$ cat src/rtl/jk_pkg.sv
// rtl/jk_pkg.sv - shared JK op codes, sequencer states and next-Q function
package jk_pkg;

    localparam logic [1:0] JK_HOLD   = 2'b00;
    localparam logic [1:0] JK_RESET  = 2'b01;
    localparam logic [1:0] JK_SET    = 2'b10;
    localparam logic [1:0] JK_TOGGLE = 2'b11;

    typedef enum logic {
        ST_IDLE = 1'b0,
        ST_RUN  = 1'b1
    } seq_state_t;

    // Next Q of a JK flip-flop; shared by the sequencer mirror and flip-flop models.
    function automatic logic jk_next(input logic q, input logic [1:0] jk);
        logic nq;
        case (jk)
            JK_HOLD:   nq = q;
            JK_RESET:  nq = 1'b0;
            JK_SET:    nq = 1'b1;
            default:   nq = ~q;
        endcase
        return nq;
    endfunction

endpackage

$ cat src/rtl/jk_cmd_fifo.sv
// rtl/jk_cmd_fifo.sv - synchronous command FIFO with full/empty and head outputs
module jk_cmd_fifo #(
    parameter int DEPTH = 4,
    parameter int W     = 6
) (
    input  logic         clk,
    input  logic         n_rst,
    input  logic         push,
    input  logic [W-1:0] wdata,
    input  logic         pop,
    output logic         full,
    output logic         empty,
    output logic [W-1:0] head
);

    localparam int AW = $clog2(DEPTH);
    localparam logic [AW:0] PTR_ONE = 1;

    logic [W-1:0] mem [DEPTH];
    logic [AW:0]  wr_ptr;
    logic [AW:0]  rd_ptr;
    logic         do_push;
    logic         do_pop;

    // Extra pointer MSB separates full (MSBs differ) from empty (pointers equal).
    assign empty   = (wr_ptr == rd_ptr);
    assign full    = (wr_ptr[AW] != rd_ptr[AW]) && (wr_ptr[AW-1:0] == rd_ptr[AW-1:0]);
    assign do_push = push && !full;
    assign do_pop  = pop && !empty;
    assign head    = mem[rd_ptr[AW-1:0]];

    always_ff @(posedge clk) begin
        if (do_push) begin
            mem[wr_ptr[AW-1:0]] <= wdata;
        end
    end

    always_ff @(posedge clk or negedge n_rst) begin
        if (!n_rst) begin
            wr_ptr <= '0;
            rd_ptr <= '0;
        end else begin
            if (do_push) begin
                wr_ptr <= wr_ptr + PTR_ONE;
            end
            if (do_pop) begin
                rd_ptr <= rd_ptr + PTR_ONE;
            end
        end
    end

endmodule

$ cat src/rtl/jk_cmd_seq.sv
// rtl/jk_cmd_seq.sv - buffered JK command sequencer with expected-Q mismatch flag
module jk_cmd_seq
    import jk_pkg::*;
#(
    parameter int DEPTH = 4,
    parameter int CNT_W = 4
) (
    input  logic             clk,
    input  logic             n_rst,
    input  logic             cmd_valid,
    output logic             cmd_ready,
    input  logic [1:0]       cmd_op,
    input  logic [CNT_W-1:0] cmd_len,
    output logic             J,
    output logic             K,
    input  logic             q_fb,
    output logic             busy,
    output logic             done,
    output logic             err,
    input  logic             err_clr
);

    localparam int W = 2 + CNT_W;
    localparam logic [CNT_W-1:0] CNT_ONE = 1;

    seq_state_t       state;
    logic [1:0]       op_r;
    logic [CNT_W-1:0] cnt_r;
    logic             exp_q;
    logic             fifo_full;
    logic             fifo_empty;
    logic             pop;
    logic             last_cycle;
    logic [W-1:0]     head;
    logic [1:0]       head_op;
    logic [CNT_W-1:0] head_len;

    assign head_op    = head[W-1 -: 2];
    assign head_len   = head[CNT_W-1:0];
    assign cmd_ready  = !fifo_full;
    assign last_cycle = (state == ST_RUN) && (cnt_r == '0);
    // Popping always means loading: from IDLE, or on the completing edge of RUN.
    assign pop        = !fifo_empty && ((state == ST_IDLE) || last_cycle);

    jk_cmd_fifo #(
        .DEPTH (DEPTH),
        .W     (W)
    ) u_fifo (
        .clk   (clk),
        .n_rst (n_rst),
        .push  (cmd_valid),
        .wdata ({cmd_op, cmd_len}),
        .pop   (pop),
        .full  (fifo_full),
        .empty (fifo_empty),
        .head  (head)
    );

    always_ff @(posedge clk or negedge n_rst) begin
        if (!n_rst) begin
            state <= ST_IDLE;
            op_r  <= JK_HOLD;
            cnt_r <= '0;
            J     <= 1'b0;
            K     <= 1'b0;
            busy  <= 1'b0;
            done  <= 1'b0;
            exp_q <= 1'b0;
            err   <= 1'b0;
        end else begin
            exp_q <= jk_next(exp_q, {J, K});
            if (q_fb != exp_q) begin
                err <= 1'b1;
            end else if (err_clr) begin
                err <= 1'b0;
            end

            done <= last_cycle;

            if (pop) begin
                state  <= ST_RUN;
                op_r   <= head_op;
                cnt_r  <= head_len;
                {J, K} <= head_op;
                busy   <= 1'b1;
            end else if (state == ST_RUN) begin
                if (cnt_r != '0) begin
                    cnt_r  <= cnt_r - CNT_ONE;
                    {J, K} <= op_r;
                end else begin
                    state  <= ST_IDLE;
                    {J, K} <= JK_HOLD;
                    busy   <= 1'b0;
                end
            end
        end
    end

endmodule

$ cat config.mk
export PLATFORM = sky130hd
export DESIGN_NAME = jk_cmd_seq
export DESIGN_NICKNAME = d
export VERILOG_FILES = /design/src/rtl/jk_pkg.sv /design/src/rtl/jk_cmd_fifo.sv /design/src/rtl/jk_cmd_seq.sv
export SDC_FILE = /design/constraint.sdc
export NUM_CORES = 1
export LEC_CHECK = 0
export BUFFER_PORTS_ARGS = -buffer_cell sky130_fd_sc_hd__buf_4
export CORE_ASPECT_RATIO = 0.7
export CORE_MARGIN = 10
export CORE_UTILIZATION = 58
export DETAILED_ROUTE_END_ITERATION = 6
export PLACE_DENSITY = 0.78
export SLEW_MARGIN = 20
export SYNTH_ARGS = -nofsm -noshare
export SYNTH_HDL_FRONTEND = slang
export SYNTH_SLANG_ARGS = --single-unit
$ cat constraint.sdc
create_clock -name clk -period 2.3 [get_ports clk]
set_input_delay 0.23 -clock clk [delete_from_list [all_inputs] [get_ports clk]]
set_output_delay 0.23 -clock clk [all_outputs]
set_load 0.01 [all_outputs]
==> impl_metrics.json, run 1 <==
{
  "status": "finished clean",
  "dieArea_um2": 6140,
  "insertion_delay_ps": 290,
  "tightest_slew_ps": 548,
  "critPathCaptureType": "flip-flop",
  "yosysSeqAreaShare_pct": 61.0,
  "fp.dieW_um": 89.5,
  "grt_pass1_wl_um": 5700,
  "dieHeight_um": 68.6,
  "hold_viol_final": 0,
  "ant_nets": 0,
  "gr-total-overflow": 0,
  "cap_viol_max_count": 0,
  "fp.coreArea_um2": 3190,
  "cp-start-kind": "flip-flop",
  "syn-mean-instance-area_um2": 15.4,
  "fin_crit_sh_pct": 89.2,
  "row_count": 17,
  "routedWlPerCell_um": 18.0,
  "ctsResizeCount": 0,
  "worst-path-max-fanout": 6,
  "cp-endpoint": "op_r[1]",
  "antenna_found_initial": 0,
  "hold_path_class": "in -> reg",
  "ys_async_sr_fraction_pct": 44.2,
  "crit_start": "cnt_r[0]",
  "final.min_clock_period_ps": 2050,
  "track_usage_pct": 12.6,
  "synth.distinct_cells": 35,
  "yosys_warnings": 0,
  "critical_path_required_ps": 2480,
  "holdCritStartpoint": "cmd_len[0]",
  "start_util_pct": 61.4,
  "critPathSlowestCell": "dfrtp_1",
  "clock_path_buffers": 2,
  "relSlewSlack_pct": 63.0,
  "numPortBuffers": 16,
  "clock-sinks": 43,
  "setup_viol": 0,
  "wl_um": 3340,
  "reg2reg_from": "cnt_r[0]",
  "syn_inst": 127,
  "dp_hpwl_um": 2460,
  "arrival_ps": 2230,
  "cts.clk_slew.worst_paths_ps": 80,
  "diodes": 0,
  "p_leak_nw": 0.900,
  "crit_chain": "inv_1, ha_1, nor3b_2, nor2b_1, a21oi_2, mux2_2",
  "synth_area_um2": 1960,
  "synthToLayoutAreaGrowth_pct": 11.9,
  "skew_ps": 3.01,
  "worstReg2RegEnd": "op_r[1]",
  "r2r_slack_ps": 250,
  "grt_setup_unrepaired": "false",
  "ys_seq_elements": 43,
  "fin_nets": 166,
  "clock.fmax_mhz": 487,
  "htreeDepth": 2,
  "via_count": 1064,
  "cts_root_buffer": "clkbuf_8",
  "reg2reg_depth": 6,
  "cpPeakStageDelay_ps": 400,
  "drv_slew": 0,
  "crit_type": "reg -> reg",
  "cts_made_buffers": 5,
  "ir_drop_mv": 0.624,
  "hold_slack_ps": 129,
  "vias_per_cell": 5.72,
  "drtIter0Drc": 48,
  "grt_pass1_vias": 1179,
  "firstDrtPassIters": 4,
  "post_cts_buffers": 0,
  "ios": 17,
  "synthFlopType": "edfxtp_1",
  "synth_edf_count": 24,
  "syn_nets": 146,
  "grt_start_max_net_pins": 20,
  "ctsHoldBuffers": 1,
  "fin_setup_tns_ps": 0,
  "gp_congestion": 0.776,
  "drive_gt1_share_pct": 23.0,
  "power_density_nw_per_um2": 1360,
  "drc": 0,
  "cts_tree": "done"
}
==> through the flow <==
stage | worst slack [ps] | util (%) | total power, W | instance area, um2 | std cells
2_1_floorplan | 520 | - | 0.00222 | 1960 | 127
3_3_place_gp | 413 | 65.6 | 0.00248 | 2090 | 177
3_5_place_dp | 284 | 65.6 | 0.00255 | 2090 | 177
4_1_cts | 266 | 68.7 | 0.00301 | 2190 | 186
5_1_grt | 127 | 68.7 | 0.00321 | 2190 | 186
6_report | 248 | 68.7 | 0.00298 | 2190 | 186
==> worst min-delay path by stage <==
stage                     slack [ps]               end  cells after the start
final                            130  u_fifo.mem[2][0]                      1
after global routing             120  u_fifo.mem[1][4]                      1
after CTS                        120  u_fifo.mem[0][0]                      1
after detailed placement         120             exp_q                      1
after global placement           120             exp_q                      1
after floorplan                  -70                 J                      0
==> cells by family after synthesis <==
group                    after synthesis  synth area share (%)
multiplexers                          16                  13.0
buffers and inverters                 12                  3.26
AND/OR/NAND/NOR                       21                  6.45
AO/OA/AOI/OAI                         18                  6.39
adder cells (fa/ha/maj)                8                  5.11
XOR/XNOR                               9                  4.79
flip-flops                            43                  61.0
==> placed cells by master (no fill, tap or decap), types with 2 or more instances in the layout <==
cell      Yosys  final
nand2_1       4      4
a32oi_1       2      2
edfxtp_1     24     24
o21ai_1       2      2
nor2_1        3      3
o21ai_0       5      5
o31ai_1       2      2
clkbuf_8      0      5
mux2i_1       7      7
mux4_1        4      4
and2_1        5      5
xnor2_1       4      4
dfrtp_1      19     19
nand3_1       2      2
inv_1         8      8
mux4_2        2      2
a221o_1       2      2
xor2_1        3      3
a21oi_1       2      2
mux2_2        2      2
xor2_2        2      2
ha_1          8      8
buf_4         1     16
==> per-layer routing <==
| layer | track usage, % | part of all wire (%) | vias up |
|---|---|---|---|
| met2 | 21.0 | 50 | 23 |
| li1 | - | - | 509 |
| met3 | 3.63 | 3.4 | 7 |
| met4 | 5.93 | 1.7 | 0 |
| met5 | 0 | 0 | - |
| met1 | 15.1 | 45 | 525 |
==> flip-flops by register name, indices dropped and copies added (netlist names) <==
name	cells
J	1
K	1
busy	1
cnt_r	4
done	1
err	1
exp_q	1
op_r	2
state	1
u_fifo.mem	24
u_fifo.rd_ptr	3
u_fifo.wr_ptr	3
==> synthesized netlist by cell type (2+ instances only) <==
master    count  area share (%)
a21oi_1       2            0.51
a221o_1       2             1.0
a32oi_1       2            0.89
and2_1        5             1.6
buf_6         2             1.1
dfrtp_1      19              24
edfxtp_1     24              37
ha_1          8             5.1
inv_1         8             1.5
mux2_2        2             1.1
mux2i_1       7             3.6
mux4_1        4             5.4
mux4_2        2             2.3
nand2_1       4            0.77
nand3_1       2            0.51
nor2_1        3            0.57
o21ai_0       5             1.3
o21ai_1       2            0.51
o31ai_1       2            0.77
xnor2_1       4             1.8
xor2_1        3             1.3
xor2_2        2             1.7
==> area by class of cell <==
class,count,area (um2)
Sequential cell,43,1200
Fill cell,220,998
Multi-Input combinational cell,72,699
Timing Repair Buffer,17,130
Clock buffer,5,68.8
Tap cell,38,47.5
Inverter,8,30.0
Clock inverter,3,20.0
==> critical path, delay by kind of cell (launching register included) <==
kind            cells  cell delay, ps
compound gates      1             290
buf+inv             1             110
simple gates        2             570
fa+ha+maj           1             200
mux                 1             370
flops               1             400
==> report_power, final <==
group	leakage, nW	internal (W)	switching (W)
sequential	0.442	0.00109	0.000246
combinational	0.417	0.000574	0.000610
clock	0.0418	0.000211	0.000254
No activity file was read; power rests on OpenSTA's default activity.
==> inputs of run 2 (changes only) <==
- CORE_UTILIZATION: 58 -> 30
- PLACE_DENSITY: 0.78 -> default
==> run 2 against run 1 <==
Net effect: non-clock buffer count stayed put; design area up 2.1%; routed wire length increased by 5.9%; cell count rose by 22%; global-route usage fell by 5.2 points; maximum frequency is 0.43% lower; first-iteration DRC count up 63%; worst hold slack about the same; die area grew 66%; count of clock-buffer cells in the layout increased by 1; sequential cell count stayed put.
==> impl_metrics.json, run 2 (synthesis results as in run 1) <==
{
  "status": "finished clean",
  "crit_type": "reg -> reg",
  "skew_ps": 10.3,
  "dieHeight_um": 87.6,
  "cp-endpoint": "op_r[1]",
  "vias_per_cell": 4.75,
  "fin_crit_sh_pct": 89.6,
  "final_cell_area_um2": 2240,
  "cts.clk_slew.worst_paths_ps": 80,
  "synthToLayoutAreaGrowth_pct": 14.2,
  "relSlewSlack_pct": 64.9,
  "via_count": 1074,
  "final-instance-count-excl-fill": 226,
  "place_area_um2": 2140,
  "tightest_slew_ps": 521,
  "dp.cells": 217,
  "ios": 17,
  "mostFrequentLayoutCells": "24 x edfxtp_1, 19 x dfrtp_1, 16 x buf_4",
  "setup_viol": 0,
  "crit_start": "cnt_r[0]",
  "worst-path-max-fanout": 6,
  "worstReg2RegEnd": "op_r[1]",
  "clock_path_buffers": 2,
  "hold_viol_final": 0,
  "ctsResizeCount": 0,
  "ir_drop_mv": 0.360,
  "largest_reg_flops": 24,
  "grt_pass1_vias": 1118,
  "dp_hpwl_um": 2600,
  "clock-sinks": 43,
  "dieArea_um2": 10200,
  "routedWlPerCell_um": 15.7,
  "cap_viol_max_count": 0,
  "power_density_nw_per_um2": 1340,
  "diodes": 0,
  "drv_slew": 0,
  "start_util_pct": 31.2,
  "fin_setup_tns_ps": 0,
  "reg2reg_depth": 6,
  "arrival_ps": 2240,
  "wl_um": 3540,
  "final.min_clock_period_ps": 2060,
  "post_cts_buffers": 0,
  "hold_path_class": "in -> reg",
  "reg2reg_from": "cnt_r[0]",
  "layout_commonest_cell": "edfxtp_1",
  "htreeDepth": 2,
  "grt_start_max_net_pins": 20,
  "drive_gt1_share_pct": 23.0,
  "drtIter0Drc": 78,
  "ant_nets": 0,
  "track_usage_pct": 7.46,
  "critical_path_required_ps": 2480,
  "row_count": 24,
  "fp.dieW_um": 117,
  "fin_nets": 166,
  "antenna_found_initial": 0,
  "r2r_slack_ps": 240,
  "cts_tree": "done",
  "grt_pass1_wl_um": 5750,
  "gr-total-overflow": 0,
  "clock.fmax_mhz": 485,
  "grt_setup_unrepaired": "false",
  "gp_congestion": 0.723,
  "numPortBuffers": 16,
  "insertion_delay_ps": 300,
  "drc": 0,
  "fp.coreArea_um2": 6280,
  "cts_made_buffers": 5,
  "cp-start-kind": "flip-flop",
  "p_leak_nw": 0.899,
  "cts_root_buffer": "clkbuf_8",
  "critPathCaptureType": "flip-flop",
  "firstDrtPassIters": 4
}
-- run 2: where the power goes --
part / leakage, nW / switching [W] / internal (W) / total [W]
Sequential: 0.442 / 0.000244 / 0.00109 / 0.00133
Clock: 0.0412 / 0.000251 / 0.000212 / 0.000463
Combinational: 0.417 / 0.000625 / 0.000572 / 0.00120
-- run 2: worst min-delay path by stage --
stage               cells after the start        from                to
finish                                  2     err_clr               err
detailed placement                      1       n_rst              busy
CTS                                     2     err_clr               err
floorplan                               0       n_rst                 J
global placement                        1       n_rst               err
global route                            1  cmd_len[2]  u_fifo.mem[0][2]
-- run 2: per-layer routing --
| metal | global-route usage, % | vias up | share of wire [%] |
|---|---|---|---|
| li1 | - | 511 | - |
| met1 | 9.81 | 537 | 49 |
| met2 | 10.6 | 21 | 43 |
| met3 | 3.35 | 5 | 6.2 |
| met4 | 2.68 | 0 | 1.0 |
| met5 | 0 | - | 0 |
-- run 2: cell type report --
class	count	area, um2
flip-flops and latches	43	1200
clock inverters	2	12.5
clock buffers	6	72.6
multi-input cells	72	699
fillers	588	4040
well taps	78	97.6
inverters	8	30.0
repair buffers	17	130
-- run 2: timing repair --
action | CTS | global route
endpoints found under the setup margin | 0 | 0
hold buffers | 1 | 0
hold endpoints to repair | 19 | 0
-- run 2: through the flow --
stage,util (%),hold slack (ps),total power [W],worst slack (ps)
3_3_place_gp,34.2,115,0.00248,399
4_1_cts,35.7,117,0.00303,244
2_1_floorplan,-,-65.6,0.00222,520
3_5_place_dp,34.2,119,0.00256,265
6_report,35.7,129,0.00299,240
5_1_grt,35.7,120,0.00322,51.9
-- run 2: critical path: stages, from the launching register on --
cell and delay [ps]:
dfrtp_1 400, inv_1 120, ha_1 190, nor3b_2 360, nor2b_1 200, a21oi_2 300
mux2_2 370
